`config.mk`:
```
export PLATFORM = sky130hd
export DESIGN_NAME = julia_worker_param
export DESIGN_NICKNAME = d
export VERILOG_FILES = /design/src/rtl/fractal_pkg.sv /design/src/rtl/fixed_mul_sat.sv /design/src/rtl/julia_worker_param.sv
export SDC_FILE = /design/constraint.sdc
export NUM_CORES = 2
export LEC_CHECK = 0
export CAP_MARGIN = 20
export CORE_MARGIN = 2
export CORE_UTILIZATION = 40
export CTS_BUF_LIST = sky130_fd_sc_hd__clkbuf_8
export CTS_CLUSTER_DIAMETER = 40
export DETAILED_ROUTE_END_ITERATION = 16
export PLACE_DENSITY_LB_ADDON = 0.25
export SLEW_MARGIN = 20
export SYNTH_ARGS = -nofsm -noshare
export SYNTH_HDL_FRONTEND = slang
export SYNTH_SLANG_ARGS = --single-unit
```
`constraint.sdc`:
```
create_clock -name clk -period 30.6 [get_ports clk]
set_input_delay 6.12 -clock clk [delete_from_list [all_inputs] [get_ports clk]]
set_output_delay 6.12 -clock clk [all_outputs]
set_load 0.005 [all_outputs]
```
`src/rtl/fractal_pkg.sv`:
```
// Shared types and saturating fixed-point helpers for the fractal pixel workers.
// Arithmetic is carried in a 64-bit signed word and clipped to the caller's width.
package fractal_pkg;

    typedef enum logic [1:0] {
        IDLE,
        INIT,
        ITER,
        DONE
    } worker_state_t;

    localparam int unsigned WIDE_BITS = 64;

    typedef logic signed [WIDE_BITS-1:0] wide_t;

    typedef struct packed {
        logic  ovf;
        wide_t val;
    } sat_res_t;

    // a + b clipped to a w-bit signed range; ovf flags any clipping
    function automatic sat_res_t sat_add(input wide_t a, input wide_t b, input int unsigned w);
        wide_t    sum;
        wide_t    hi;
        wide_t    lo;
        sat_res_t r;
        sum   = a + b;
        hi    = (wide_t'(1) <<< (w - 1)) - wide_t'(1);
        lo    = -(wide_t'(1) <<< (w - 1));
        r.ovf = 1'b0;
        r.val = sum;
        if (sum > hi) begin
            r.ovf = 1'b1;
            r.val = hi;
        end else if (sum < lo) begin
            r.ovf = 1'b1;
            r.val = lo;
        end
        return r;
    endfunction

    // |z|^2 escape threshold (4.0) in the unshifted product scale
    function automatic wide_t escape_limit(input int unsigned frac);
        return wide_t'(4) <<< (2 * frac);
    endfunction

endpackage

```
`src/rtl/fixed_mul_sat.sv`:
```
// Signed fixed-point multiply: floor shift by FRAC, saturate to WIDTH bits.
// The raw full-precision product is exported for the magnitude compare.
module fixed_mul_sat #(
    parameter int WIDTH = 22,
    parameter int FRAC  = 11
) (
    input  logic signed [WIDTH-1:0]   a,
    input  logic signed [WIDTH-1:0]   b,
    output logic signed [WIDTH-1:0]   p,
    output logic signed [2*WIDTH-1:0] raw,
    output logic                      ovf
);

    logic signed [2*WIDTH-1:0] prod;
    logic signed [2*WIDTH-1:0] shifted;
    logic        [WIDTH:0]     top;

    assign prod    = a * b;
    assign shifted = prod >>> FRAC;
    assign raw     = prod;

    // in range only when every bit above the result sign matches it
    assign top = shifted[2*WIDTH-1:WIDTH-1];
    assign ovf = !((&top) || !(|top));

    always_comb begin
        p = shifted[WIDTH-1:0];
        if (ovf) begin
            p = shifted[2*WIDTH-1] ? {1'b1, {(WIDTH-1){1'b0}}} : {1'b0, {(WIDTH-1){1'b1}}};
        end
    end

endmodule

```
`src/rtl/julia_worker_param.sv`:
```
// Parametrised Julia/Mandelbrot pixel worker: one z <- z^2 + c iteration per clock,
// colour index returned to the memory controller over a done/busy handshake.
module julia_worker_param
    import fractal_pkg::*;
#(
    parameter int WIDTH       = 22,
    parameter int FRAC        = 11,
    parameter int MAX_ITER    = 256,
    parameter int PIXEL_BITS  = 8,
    parameter int COORD_BITS  = 10,
    parameter int H_RES       = 640,
    parameter int V_RES       = 480,
    parameter int SCALE_SHIFT = 8
) (
    input  logic                  clk,
    input  logic                  n_rst,
    input  logic [COORD_BITS-1:0] x,
    input  logic [COORD_BITS-1:0] y,
    input  logic                  mode,
    input  logic [WIDTH-1:0]      c_real_in,
    input  logic [WIDTH-1:0]      c_imag_in,
    input  logic                  JW_start,
    input  logic                  MC_busy,
    output logic                  JW_ready,
    output logic                  JW_done,
    output logic [PIXEL_BITS-1:0] pixel
);

    localparam int unsigned N_BITS    = $clog2(MAX_ITER);
    localparam int unsigned PIX_SHIFT = N_BITS - PIXEL_BITS;
    localparam logic [N_BITS-1:0]     N_LAST      = N_BITS'(MAX_ITER - 1);
    localparam logic [PIXEL_BITS-1:0] PIX_ESC_MAX = {{(PIXEL_BITS-1){1'b1}}, 1'b0};

    worker_state_t state, state_d;

    logic [COORD_BITS-1:0]   x_q, y_q;
    logic                    mode_q;
    logic signed [WIDTH-1:0] cr_in_q, ci_in_q;
    logic signed [WIDTH-1:0] zr, zi, cr, ci;
    logic [N_BITS-1:0]       n;
    logic                    sat;
    logic [PIXEL_BITS-1:0]   pixel_q;

    logic signed [WIDTH-1:0]   rr, ii, ri;
    logic signed [2*WIDTH-1:0] rr_raw, ii_raw, ri_raw;
    logic                      rr_ovf, ii_ovf, ri_ovf;

    sat_res_t pr_res, pi_res, zr_diff, zr_next, zi_dbl, zi_next;
    logic signed [WIDTH-1:0] pr, pi;
    wide_t                   mag;
    logic                    escape, upd_ovf;
    logic [N_BITS-1:0]       n_scaled;
    logic [PIXEL_BITS-1:0]   esc_pix;

    fixed_mul_sat #(.WIDTH(WIDTH), .FRAC(FRAC)) u_mul_rr (
        .a(zr), .b(zr), .p(rr), .raw(rr_raw), .ovf(rr_ovf)
    );
    fixed_mul_sat #(.WIDTH(WIDTH), .FRAC(FRAC)) u_mul_ii (
        .a(zi), .b(zi), .p(ii), .raw(ii_raw), .ovf(ii_ovf)
    );
    fixed_mul_sat #(.WIDTH(WIDTH), .FRAC(FRAC)) u_mul_ri (
        .a(zr), .b(zi), .p(ri), .raw(ri_raw), .ovf(ri_ovf)
    );

    always_comb begin
        pr_res = sat_add((wide_t'(x_q) - wide_t'(H_RES / 2)) <<< (FRAC - SCALE_SHIFT), '0, WIDTH);
        pi_res = sat_add((wide_t'(y_q) - wide_t'(V_RES / 2)) <<< (FRAC - SCALE_SHIFT), '0, WIDTH);
        pr     = WIDTH'(pr_res.val);
        pi     = WIDTH'(pi_res.val);

        mag     = wide_t'(rr_raw) + wide_t'(ii_raw);
        escape  = (mag > escape_limit(FRAC)) || sat;
        zr_diff = sat_add(wide_t'(rr), -wide_t'(ii), WIDTH);
        zr_next = sat_add(zr_diff.val, wide_t'(cr), WIDTH);
        zi_dbl  = sat_add(wide_t'(ri), wide_t'(ri), WIDTH);
        zi_next = sat_add(zi_dbl.val, wide_t'(ci), WIDTH);
        upd_ovf = rr_ovf | ii_ovf | ri_ovf | zr_diff.ovf | zr_next.ovf | zi_dbl.ovf | zi_next.ovf;

        n_scaled = n >> PIX_SHIFT;
        esc_pix  = (n_scaled >= N_BITS'(PIX_ESC_MAX)) ? PIX_ESC_MAX : PIXEL_BITS'(n_scaled);
    end

    always_ff @(posedge clk or negedge n_rst) begin
        if (!n_rst) state <= IDLE;
        else        state <= state_d;
    end

    always_comb begin
        state_d = state;
        unique case (state)
            IDLE:    if (JW_start) state_d = INIT;
            INIT:    state_d = ITER;
            ITER:    if (escape || n == N_LAST) state_d = DONE;
            DONE:    if (!MC_busy) state_d = IDLE;
            default: state_d = IDLE;
        endcase
    end

    always_ff @(posedge clk or negedge n_rst) begin
        if (!n_rst) begin
            x_q     <= '0;
            y_q     <= '0;
            mode_q  <= 1'b0;
            cr_in_q <= '0;
            ci_in_q <= '0;
            zr      <= '0;
            zi      <= '0;
            cr      <= '0;
            ci      <= '0;
            n       <= '0;
            sat     <= 1'b0;
            pixel_q <= '0;
        end else begin
            unique case (state)
                IDLE: begin
                    if (JW_start) begin
                        x_q     <= x;
                        y_q     <= y;
                        mode_q  <= mode;
                        cr_in_q <= c_real_in;
                        ci_in_q <= c_imag_in;
                    end
                end
                INIT: begin
                    n   <= '0;
                    sat <= pr_res.ovf | pi_res.ovf;
                    if (mode_q) begin
                        zr <= '0;
                        zi <= '0;
                        cr <= pr;
                        ci <= pi;
                    end else begin
                        zr <= pr;
                        zi <= pi;
                        cr <= cr_in_q;
                        ci <= ci_in_q;
                    end
                end
                ITER: begin
                    if (escape) begin
                        pixel_q <= esc_pix;
                    end else if (n == N_LAST) begin
                        pixel_q <= '1;
                    end else begin
                        zr  <= WIDTH'(zr_next.val);
                        zi  <= WIDTH'(zi_next.val);
                        n   <= n + 1'b1;
                        sat <= sat | upd_ovf;
                    end
                end
                default: ;
            endcase
        end
    end

    assign JW_ready = (state == IDLE);
    assign JW_done  = (state == DONE);
    assign pixel    = pixel_q;

endmodule

```
### Word-level counts from Yosys, hierarchy flattened

Index checks and enable logic that the tools add are counted.

* output and inout port bits: 10
* flip-flop bits (word level): 172
* input port bits: 69
* word-level logic and storage cells: 121

* bitwise logic cells: 8
* add/subtract/negate cells: 9
* reductions and logical operators: 24
* eq/ne operators: 9
* $lt $le $gt $ge: 14
* $mul: 3
* mux-type cells: 41

Operators with widths (number)
* 2-to-1 mux 65 bit: 12
* 2-to-1 mux 22 bit: 14
* greater-than comparator 64 x 22 -> 1 bit, second input constant: 3
* < comparator 64 x 22 -> 1 bit, second input constant: 3
* multiplier 22 x 22 -> 44 bit: 3
* adder 64 x 22 -> 64 bit: 2
* one-hot mux 22 bit (2 select lines): 2
* adder 22 x 64 -> 64 bit: 1
* negation 22 -> 64 bit: 1
* adder 44 x 44 -> 45 bit: 1
* greater-than comparator 45 x 26 -> 1 bit, second input constant: 1
* greater-than comparator 14 x 22 -> 1 bit, second input constant: 2
* < comparator 14 x 22 -> 1 bit, second input constant: 2
* 2-to-1 mux 8 bit: 5
* AND reduction 12 bit: 3
* OR reduction 12 bit: 3
* adder 22 x 22 -> 23 bit: 1
* greater-than comparator 23 x 22 -> 1 bit, second input constant: 1
* < comparator 23 x 22 -> 1 bit, second input constant: 1
* one-hot mux 8 bit (2 select lines): 1
* subtractor 10 x 8 -> 11 bit, second input constant: 1
* subtractor 10 x 9 -> 11 bit, second input constant: 1
* inequality test 2 bit, second input constant: 5
* adder 8 x 1 -> 8 bit, second input constant: 1
* other kinds (15): 38

### Depth between registers and ports, before layout

* depth in word-level cells: 21
* mapped depth: 77
* gate-level depth less buffers: 71

### By module

A second synthesis with hierarchy kept.

* cell total of the unflattened synthesis: 8849
* area total of the unflattened synthesis: 75786.4 um^2

Modules (own cells, without submodules)
* fixed_mul_sat at u_mul_ii ...: cells each 2172, seq. area each 0.0 um^2, area an instance 19047.0 um^2, times used 2
* fixed_mul_sat at u_mul_rr: cells each 2187, seq. area each 0.0 um^2, area an instance 19246.0 um^2, times used 1
* julia_worker_param: cells each 2318, seq. area each 4304.1 um^2, area an instance 18446.4 um^2, times used 1

### Worst setup path after synthesis

OpenSTA, ideal clock, no wires.

* path type: register to register
* start: reg zi[21]
* end: reg zr[15]
* setup time: 0.078 ns
* cell stages (with the launch flop): 73
* period minus slack after synthesis: 17.513 ns
* data required time: 30.522 ns
* slack: 13.087 ns
* data arrival time: 17.436 ns
* buffers on the path: 5
* cell sequence: dfrtp_1 > clkbuf_1 > inv_1 > buf_1 > nor2_1 > fa_1 > fa_1 > fa_1 > inv_1 > fa_1 > inv_1 > fa_1 > fa_1 > inv_1 > fa_1 > inv_1 > ha_1 > a211oi_1 > [37 not listed] > o21ai_0 > ha_1 > fa_1 > a21o_1 > a21oi_1 > o21a_1 > o211a_1 > nor3_1 > o21ai_0 > a21boi_0 > nor4bb_1 > nand4_1 > or4_1 > or4_1 > o31ai_4 > buf_2 > a211oi_1 > a21oi_1

* word-level cells in the longest chain between the ends: 17
* elaborated cells on any way between the ends: 26
* classes of those cells: 4 x add/sub; 1 x mul; 5 x order compare; 1 x eq/ne; 9 x mux; 6 x reduce/logical

RTL lines
* start: declaration: RTL line julia_worker_param.sv:39 `logic signed [WIDTH-1:0] zr, zi, cr, ci;`
* start signal: assignment: RTL line julia_worker_param.sv:134 `zi <= pi;`
* start signal: assignment: RTL line julia_worker_param.sv:146 `zi <= WIDTH'(zi_next.val);`
* multiplier 22 x 22 -> 44 bit *: RTL line fixed_mul_sat.sv:18 `assign prod = a * b;`
* OR reduction 12 bit: RTL line fixed_mul_sat.sv:24 `assign ovf = !((&top) || !(|top));`
* logical NOT 1 bit: RTL line fixed_mul_sat.sv:24
* logical OR 1 bit: RTL line fixed_mul_sat.sv:24
* 2-to-1 mux 22 bit: RTL line fixed_mul_sat.sv:28 `if (ovf) begin`
* negation 22 -> 64 bit: RTL line julia_worker_param.sv:73 `zr_diff = sat_add(wide_t'(rr), -wide_t'(ii), WIDTH);`
* adder 22 x 64 -> 64 bit: RTL line fractal_pkg.sv:27 `sum = a + b;`
* < comparator 64 x 22 -> 1 bit: RTL line fractal_pkg.sv:35 `end else if (sum < lo) begin`
* 2-to-1 mux 65 bit: RTL line fractal_pkg.sv:35
* 2-to-1 mux 65 bit: RTL line fractal_pkg.sv:32 `if (sum > hi) begin`
* adder 64 x 22 -> 64 bit: RTL line fractal_pkg.sv:27
* < comparator 64 x 22 -> 1 bit: RTL line fractal_pkg.sv:35
* 2-to-1 mux 65 bit: RTL line fractal_pkg.sv:35
* 2-to-1 mux 65 bit: RTL line fractal_pkg.sv:32
* 2-to-1 mux 22 bit: RTL line julia_worker_param.sv:142 `end else if (n == N_LAST) begin`
* 2-to-1 mux 22 bit: RTL line julia_worker_param.sv:140 `if (escape) begin`
* one-hot mux 22 bit (2 select lines): RTL line julia_worker_param.sv:114 `unique case (state)`
* end signal: assignment: RTL line julia_worker_param.sv:133 `zr <= pr;`
* end signal: assignment: RTL line julia_worker_param.sv:145 `zr <= WIDTH'(zr_next.val);`
* end: declaration: RTL line julia_worker_param.sv:39

Every way passes the cells marked *; elsewhere a longest branch is shown, timed or not. The select of a mux whose other input is x is not followed.
A chain may end at the register's enable or synchronous reset.

### Worst setup path after layout

* start: reg zi[6]
* end: reg zr[13]

The elaborated chain is that of the path after synthesis.

==> flow_summary.toml <==
[run_status]
status = "finished, final reports clean"

[logic_synthesis]
synth-edff-count = 0
ys_warn_count = 0
syn_nets = 9961
ys_ff_latch = 172
ys_seq_area_frac = 0.0618
syn_inst = 7870
ys.flop_type = "dfrtp_1"
synth_cell_type_count = 105
synth_top_area_share = 0.414
syn_area_sq_mm = 0.0697
async_flop_share = 1.00
synth_top_area_cell = "fa_1"
synthTopCellsByArea = "fa_1 41%, ha_1 10%, inv_1 9.4%, dfrtp_1 6.2%, nand2_1 4.6%"
avgSynthCellArea_sq_um = 8.85

[grt]
grt_util_all_layers = 0.245
grt_pass1_vias = 57800
grt_max_degree = 103
grt_pass1_wl_mm = 338
antenna_found_initial = 5
grt_overflow = 0

[sta]
fin_crit_ns = 21.91
slew_headroom = 0.243
rsz0062_at_grt = "false"
finalSetupViolations = 0
clock_skew_ns = 0.0238
max_slew.worst_pin.slew_ns = 1.13
finalCritPeriodShare = 0.716
slew_viol_final = 0
fin_setup_tns_ns = 0
fin_ws_ns = 8.69
finalHoldViolations = 0
fmax_ghz = 0.0456

[layout]
drive_above_1_share = 0.0401
nets = 9811
final_common_cell = "inv_1"
final_cell_mix = "1751 x inv_1, 1442 x fa_1, 856 x nand2_1"
area_growth_pct = 5.20

[clock_network]
cts-hold-fix-buffers = 0
cts_sinks = 172
htree_num_levels = 4
cts_tree = "done"
cts_buffers = 17
clock-root-buffer = "clkbuf_8"
cts.repair.resized = 0
insertion_delay_ns = 0.50
cts.clk_slew.worst_paths_ns = 0.12
post-cts-setup-buffers = 0
clk_path_buf_depth = 2

[setup_path]
critical_path.max_stage_delay_ns = 0.85
endpoint_kind = "flop"
cp.arrival_ns = 22.33
startpoint_type = "flop"
crit_slowest_cell = "fa_1"
crit_required_ns = 31.02
critical_path_class = "reg -> reg"
critPathMostFrequentCell = "fa_1"
worstPathMaxFanout = 39

[floorplan]
die_width_um = 421
dieArea_sq_mm = 0.177
row_count = 153
fp.coreArea_sq_mm = 0.173
io_pins = 79
initial_utilization = 0.402
die_h_um = 421

[run]
cap_violations = 0

[detailed_routing]
wl_per_cell_um = 21.3
drc = 0
drt-total-wl_mm = 214
via_count = 54100
ant_nets = 0
firstDrtPassIters = 6
first_iter_violations = 3881
vias_per_cell = 5.38

[placed_design]
io_buffer_count = 78
gp_congestion = 0.964
detailedPlace.worstSlack_ns = 8.92
hpwlAfterDp_mm = 174

[hold_path]
hold_path.class = "reg -> reg"
==> cell usage after synthesis, drive strengths merged (54+ instances only) <==
cell / number
o21bai: 70
a21o: 148
clkbuf: 324
fa: 1442
nand2: 858
mux2: 93
xor2: 87
and2: 286
o21a: 69
mux2i: 54
inv: 1752
a21oi: 386
dfrtp: 172
nand2b: 69
ha: 580
nand4: 65
xnor2: 161
nand3: 58
nor2: 307
o21ai: 201
nor3: 72
==> sequential cells by signal, summed over array words and instances (netlist names) <==
name	cells
sat	1
y_q	10
mode_q	1
zi	22
ci	22
x_q	10
state	2
ci_in_q	22
zr	22
cr_in_q	22
cr	22
n	8
pixel	8
==> layout make-up <==
type | count | area (sq um)
clock inverter | 14 | 173
clock buffer | 18 | 248
multi-input combinational | 5592 | 57500
antenna | 2 | 5.00
tap | 2325 | 2910
sequential | 172 | 4350
fill | 17500 | 100000
timing repair buffer | 178 | 1540
inverter | 1759 | 6600
==> stage by stage <==
| stage | util | instances | cell area, sq um | hold WS (ns) |
|---|---|---|---|---|
| floorplan | - | 7870 | 69700 | 0.444 |
| global placement | 0.420 | 10000 | 72800 | 0.470 |
| detailed placement | 0.420 | 10000 | 72800 | 0.474 |
| CTS | 0.422 | 10100 | 73300 | 0.498 |
| global route | 0.422 | 10100 | 73300 | 0.513 |
| finish | 0.423 | 10100 | 73300 | 0.494 |
==> routing by layer <==
layer	GRT usage	up-vias	part of all wire
li1	-	24300	-
met1	0.327	27900	0.42
met2	0.422	1596	0.49
met3	0.0279	309	0.056
met4	0.0646	2	0.032
met5	0	-	0.000042
==> cells by family after synthesis <==
family          Yosys count  share of synthesized area
compound gates         1220                      0.116
simple gates           1947                      0.134
xor+xnor                251                     0.0326
flops                   172                     0.0618
mux                     147                     0.0228
other cells               1                  0.0000538
buf+inv                2106                      0.114
fa+ha+maj              2026                      0.519
==> path summary, 6_finish.rpt <==
kind | from | to | slack [ns] | cells past startpoint
setup / recovery | zi[6]$_DFFE_PN0P_ | zr[13]$_DFFE_PN0P_ | 8.69 | 66
hold / removal | ci_in_q[2]$_DFFE_PN0P_ | ci[2]$_DFFE_PN0P_ | 0.49 | 2
setup reg to reg | zi[6]$_DFFE_PN0P_ | zr[13]$_DFFE_PN0P_ | 8.69 | 66
hold reg to reg | ci_in_q[2]$_DFFE_PN0P_ | ci[2]$_DFFE_PN0P_ | 0.49 | 2
max in group asynchronous | n_rst | zi[3]$_DFFE_PN0P_ | 23.30 | 2
min in group asynchronous | n_rst | cr_in_q[18]$_DFFE_PN0P_ | 5.68 | 1
==> critical path, delay by kind of cell, from the launching register on <==
kind | cells | cell delay, ns
buf+inv | 9 | 2.24
simple gates | 18 | 4.54
xor+xnor | 1 | 0.52
fa+ha+maj | 12 | 5.87
compound gates | 25 | 7.99
flops | 1 | 0.35
mux | 1 | 0.21
Power is left out: the tool's default activity adds up to more than one toggle a clock period on the data nets, which glitch-free logic cannot reach.
